==> src/rtl/cpipe1_stage.sv <==
`default_nettype none
// ============================================================================
// Module   : cpipe1_stage
// Brief    : Control-pipeline stage-1 opcode register with reset sequencing,
//            one-entry skid buffer, flush bubble injection and flush counter.
// Revision : 1.0 - initial release
// ============================================================================
module cpipe1_stage #(
    parameter int            OPW           = 8,
    parameter logic [OPW-1:0] NOP_OP       = 8'h20,
    parameter int            RST_CYCLES    = 4,
    parameter int            FLUSH_BUBBLES = 2,
    parameter int            CNTW          = 16
) (
    input  logic            CLK,
    input  logic            RESET,
    input  logic            WAIT,
    input  logic            instr_valid,
    input  logic [OPW-1:0]  instr_op,
    output logic            instr_ready,
    input  logic            CPIPE1load1,
    input  logic            CPIPE1flush,
    input  logic            trap,
    output logic [OPW-1:0]  CPIPE1s,
    output logic            cpipe1_valid,
    output logic [CNTW-1:0] flush_events
);

    typedef enum logic [1:0] {
        S_INIT  = 2'd0,
        S_RUN   = 2'd1,
        S_FLUSH = 2'd2
    } state_t;

    localparam logic [3:0] c_rst_cnt   = 4'(RST_CYCLES - 1);
    localparam logic [3:0] c_flush_cnt = 4'(FLUSH_BUBBLES - 1);

    state_t          r_state;
    logic [3:0]      r_cnt;
    logic            r_skid_full;
    logic [OPW-1:0]  r_skid_data;
    logic [OPW-1:0]  r_op;
    logic            r_valid;
    logic [CNTW-1:0] r_flush_events;

    logic w_accept;
    logic w_flush;
    logic w_adv;

    assign instr_ready  = (r_state == S_RUN) & ~r_skid_full;
    assign w_accept     = instr_valid & instr_ready;
    assign w_flush      = (CPIPE1flush | trap) & ~WAIT;
    assign w_adv        = ~WAIT & CPIPE1load1;

    assign CPIPE1s      = r_op;
    assign cpipe1_valid = r_valid;
    assign flush_events = r_flush_events;

    always_ff @(posedge CLK) begin
        if (RESET) begin
            r_state        <= S_INIT;
            r_cnt          <= c_rst_cnt;
            r_skid_full    <= 1'b0;
            r_skid_data    <= NOP_OP;
            r_op           <= NOP_OP;
            r_valid        <= 1'b0;
            r_flush_events <= '0;
        end else begin
            case (r_state)
                S_INIT: begin
                    // Countdown deliberately ignores WAIT so startup length is fixed.
                    r_op    <= NOP_OP;
                    r_valid <= 1'b0;
                    if (r_cnt == 4'd0) begin
                        r_state <= S_RUN;
                    end else begin
                        r_cnt <= r_cnt - 4'd1;
                    end
                end
                S_RUN: begin
                    if (w_flush) begin
                        r_op        <= NOP_OP;
                        r_valid     <= 1'b0;
                        r_skid_full <= 1'b0;
                        if (~&r_flush_events) begin
                            r_flush_events <= r_flush_events + 1'b1;
                        end
                        r_state <= S_FLUSH;
                        r_cnt   <= c_flush_cnt;
                    end else if (w_adv) begin
                        if (r_skid_full) begin
                            r_op        <= r_skid_data;
                            r_valid     <= 1'b1;
                            r_skid_full <= 1'b0;
                        end else if (w_accept) begin
                            r_op    <= instr_op;
                            r_valid <= 1'b1;
                        end else begin
                            r_op    <= NOP_OP;
                            r_valid <= 1'b0;
                        end
                    end else if (w_accept) begin
                        // Stalled or decoder holding: park the opcode in the skid.
                        r_skid_data <= instr_op;
                        r_skid_full <= 1'b1;
                    end
                end
                S_FLUSH: begin
                    r_op    <= NOP_OP;
                    r_valid <= 1'b0;
                    if (~WAIT) begin
                        if (r_cnt == 4'd0) begin
                            r_state <= S_RUN;
                        end else begin
                            r_cnt <= r_cnt - 4'd1;
                        end
                    end
                end
                default: begin
                    r_state <= S_INIT;
                    r_cnt   <= c_rst_cnt;
                end
            endcase
        end
    end

endmodule
`default_nettype wire

==> config.mk <==
export PLATFORM = sky130hd
export DESIGN_NAME = cpipe1_stage
export DESIGN_NICKNAME = d
export VERILOG_FILES = /design/src/rtl/cpipe1_stage.sv
export SDC_FILE = /design/constraint.sdc
export NUM_CORES = 1
export LEC_CHECK = 0
export ABC_AREA = 0
export CORE_ASPECT_RATIO = 1.1
export CORE_UTILIZATION = 46
export CTS_CLUSTER_SIZE = 16
export DETAILED_ROUTE_END_ITERATION = 10
export PLACE_DENSITY = 0.76
export RECOVER_POWER = 50
export SYNTH_ARGS = -nofsm -noshare
export SYNTH_HDL_FRONTEND = slang
export SYNTH_SLANG_ARGS = --single-unit
==> constraint.sdc <==
create_clock -name CLK -period 2.08 [get_ports CLK]
set_clock_uncertainty 0.05 [all_clocks]
set_input_delay 0.312 -clock CLK [delete_from_list [all_inputs] [get_ports CLK]]
set_output_delay 0.312 -clock CLK [all_outputs]
set_load 0.005 [all_outputs]
==> impl_metrics.env <==
export IMPL_hold_path_class="reg -> reg"
export IMPL_grt_usage_pct=23.3
export IMPL_dpl_hpwl_um=3630
export IMPL_worstPathArrival_ps=2120
export IMPL_maxCapViolCount=0
export IMPL_syn_nets=241
export IMPL_clkSlewWorstSetupHoldPaths_ps=80
export IMPL_grt_pass1_vias=1755
export IMPL_drc=0
export IMPL_ctsHoldBuffers=0
export IMPL_area_growth_syn_to_layout_pct=39.5
export IMPL_synthDistinctLibCells=49
export IMPL_num_antenna_cells=0
export IMPL_fp_row_count=24
export IMPL_ys_warn_count=0
export IMPL_clock_sinks=40
export IMPL_crit_type="in -> reg"
export IMPL_htree_levels=2
export IMPL_reg2reg_slack_ps=160
export IMPL_pwr_share_clk_pct=30.6
export IMPL_synth_async_reset_ratio_pct=0
export IMPL_cts_buffer_depth=2
export IMPL_fp_dieArea_mm2=0.00453
export IMPL_initial_core_util_pct=48.8
export IMPL_ys_flop_type="dfxtp_1"
export IMPL_syn_instance_count=223
export IMPL_wl_per_cell_um=14.5
export IMPL_cts_tree="done"
export IMPL_antenna_found_initial=0
export IMPL_viasPerCell=5.58
export IMPL_power_switching_mw=0.486
export IMPL_rsz0062_at_grt="false"
export IMPL_core_area_mm2=0.00402
export IMPL_setup_viol=0
export IMPL_p_total_mw=1.77
export IMPL_die_x_um=64.3
export IMPL_seq_power_share_pct=48.8
export IMPL_final_hold_viol_count=0
export IMPL_dr_pass1_iters=4
export IMPL_postRouteAntennaNets=0
export IMPL_avgSynthCellArea_um2=8.80
export IMPL_end_kind="flop"
export IMPL_root_buffer="clkbuf_8"
export IMPL_drive_gt1_share_pct=17.5
export IMPL_n_fill_cell=342
export IMPL_leakage_nw=1.11
export IMPL_grt_pass1_wl_um=8140
export IMPL_p_per_area_mw_per_mm2=648
export IMPL_worstSkewPairLatency_ps=300
export IMPL_cp_required_ps=2210
export IMPL_irDropWorstVdd_mv=0.591
export IMPL_mostFrequentLayoutCell="dfxtp_1"
export IMPL_port_buffers=40
export IMPL_slew_headroom_pct=70.8
export IMPL_grt_start_max_net_pins=17
export IMPL_layout_nets=308
export IMPL_numCtsBuffers=5
export IMPL_tightest_slew_ps=433
export IMPL_fmax_mhz=502
export IMPL_finalCritPeriodShare_pct=95.7
export IMPL_pin_count=41
export IMPL_synth_enable_flop_cells=0
export IMPL_drt_iter0_drc=131
export IMPL_layout_common_cells="dfxtp_1 (40), buf_4 (29), dlygate4sd3_1 (24)"
export IMPL_outcome="complete, no violations"
export IMPL_startpoint_type="input port"
export IMPL_cp_max_fo=5
export IMPL_p_comb_share_pct=20.6
export IMPL_p_int_mw=1.29
export IMPL_fin_crit_ps=1990
export IMPL_dr_total_vias=1915
export IMPL_ys_seq_area_share_pct=40.8
export IMPL_switching_share_pct=27.4
export IMPL_ys_seq_elements=40
export IMPL_drv_slew=0
export IMPL_die_y_um=70.5
export IMPL_gp_congestion=0.848
export IMPL_syn_area_mm2=0.00196
export IMPL_post_route_util_pct=68.0
export IMPL_grt_overflow=0
export IMPL_wirelength_um=4970
==> power by group through the flow <==
| stage | combinational, mW | clock, mW | sequential [mW] |
|---|---|---|---|
| after floorplan | 0.231 | 0 | 0.872 |
| after global placement | 0.359 | 0 | 0.880 |
| after detailed placement | 0.364 | 0 | 0.882 |
| after CTS | 0.366 | 0.550 | 0.864 |
| after global routing | 0.410 | 0.579 | 0.873 |
| final | 0.365 | 0.543 | 0.865 |
==> cell families (layout without fill, tap and decap cells) <==
logic type               count (synthesis)  after routing  share of synthesized area [%]
AO/OA/AOI/OAI                           55             55                           19.5
adder cells (fa/ha/maj)                  3              3                           1.91
AND/OR/NAND/NOR                         93             93                           27.0
buffers and inverters                   18             86                           3.57
multiplexers                            12             12                           6.31
XOR/XNOR                                 2              2                          0.893
flip-flops                              40             40                           40.8
==> Yosys cell counts, types with 2 or more instances <==
library cell	instances	share of area (%)
o211a_1	2	1.0
buf_2	2	0.51
nor2b_1	5	1.6
nor2_1	23	4.4
o21ai_0	11	2.8
clkbuf_1	9	1.7
a22oi_1	7	2.7
nor4_1	7	2.2
or3_1	3	0.96
o31ai_1	3	1.1
mux2_2	3	1.7
nand2_1	10	1.9
and3_1	2	0.64
nand2b_1	4	1.3
dfxtp_1	40	41
a21oi_1	11	2.8
a22o_1	8	3.6
nand3_1	7	1.8
o31a_1	2	0.89
or4_1	6	2.3
inv_1	6	1.1
mux2i_1	9	4.6
ha_1	3	1.9
nand4_1	5	1.6
nor3_1	8	2.0
or4b_2	3	1.5
xnor2_1	2	0.89
==> state kept, by name, indices dropped and copies added (netlist names) <==
signal / count
flush_events: 16
CPIPE1s: 8
r_skid_data: 8
r_cnt: 4
r_state: 2
cpipe1_valid: 1
r_skid_full: 1
==> layout make-up <==
cell class / instances / area (um2) / share of cell area [%]
sequential: 40 / 801 / 29.3
timing repair buffer: 72 / 646 / 23.6
inverter: 6 / 22.5 / 0.823
clock inverter: 1 / 7.51 / 0.274
multi-input combinational: 165 / 1110 / 40.5
tap: 52 / 65.1 / 2.38
clock buffer: 7 / 86.3 / 3.16
==> timing repair <==
action	in CTS	in global routing
hold endpoints to repair	0	0
setup buffers	0	0
gates resized for setup	0	3
endpoints found under the setup margin	0	2
==> stage by stage <==
stage                     setup WS (ps)  cell area (um2)  instances  setup TNS [ps]  hold slack, ps
after detailed placement           -203             2630        335           -1860             402
final                              88.5             2740        343               0             407
after global placement             -188             2630        335           -1500             400
after CTS                          84.5             2730        343               0             413
after floorplan                     108             1960        223               0             386
after global routing              0.183             2740        343               0             452
==> worst max-delay path, cell delays in order <==
cell and delay (ps):
clkdlybuf4s50_1 450, o21bai_1 190, or4_1 500, nor4_1 310, mux2_2 360
==> final timing paths <==
path                        start                to  depth (start not counted)
setup / recovery             WAIT  flush_events[12]                          5
hold / removal       cpipe1_valid      cpipe1_valid                          2
setup reg to reg  flush_events[7]  flush_events[12]                          4
hold reg to reg      cpipe1_valid      cpipe1_valid                          2
==> per-layer routing <==
| layer | track usage [%] | routed length [um] | up-vias | part of all wire [%] |
|---|---|---|---|---|
| li1 | - | - | 969 | - |
| met1 | 30.5 | 2420 | 900 | 49 |
| met2 | 37.4 | 2280 | 41 | 46 |
| met3 | 5.07 | 194 | 5 | 3.9 |
| met4 | 8.15 | 71 | 0 | 1.4 |
| met5 | 0 | 0 | - | 0 |
No activity file was read; power rests on OpenSTA's default activity.
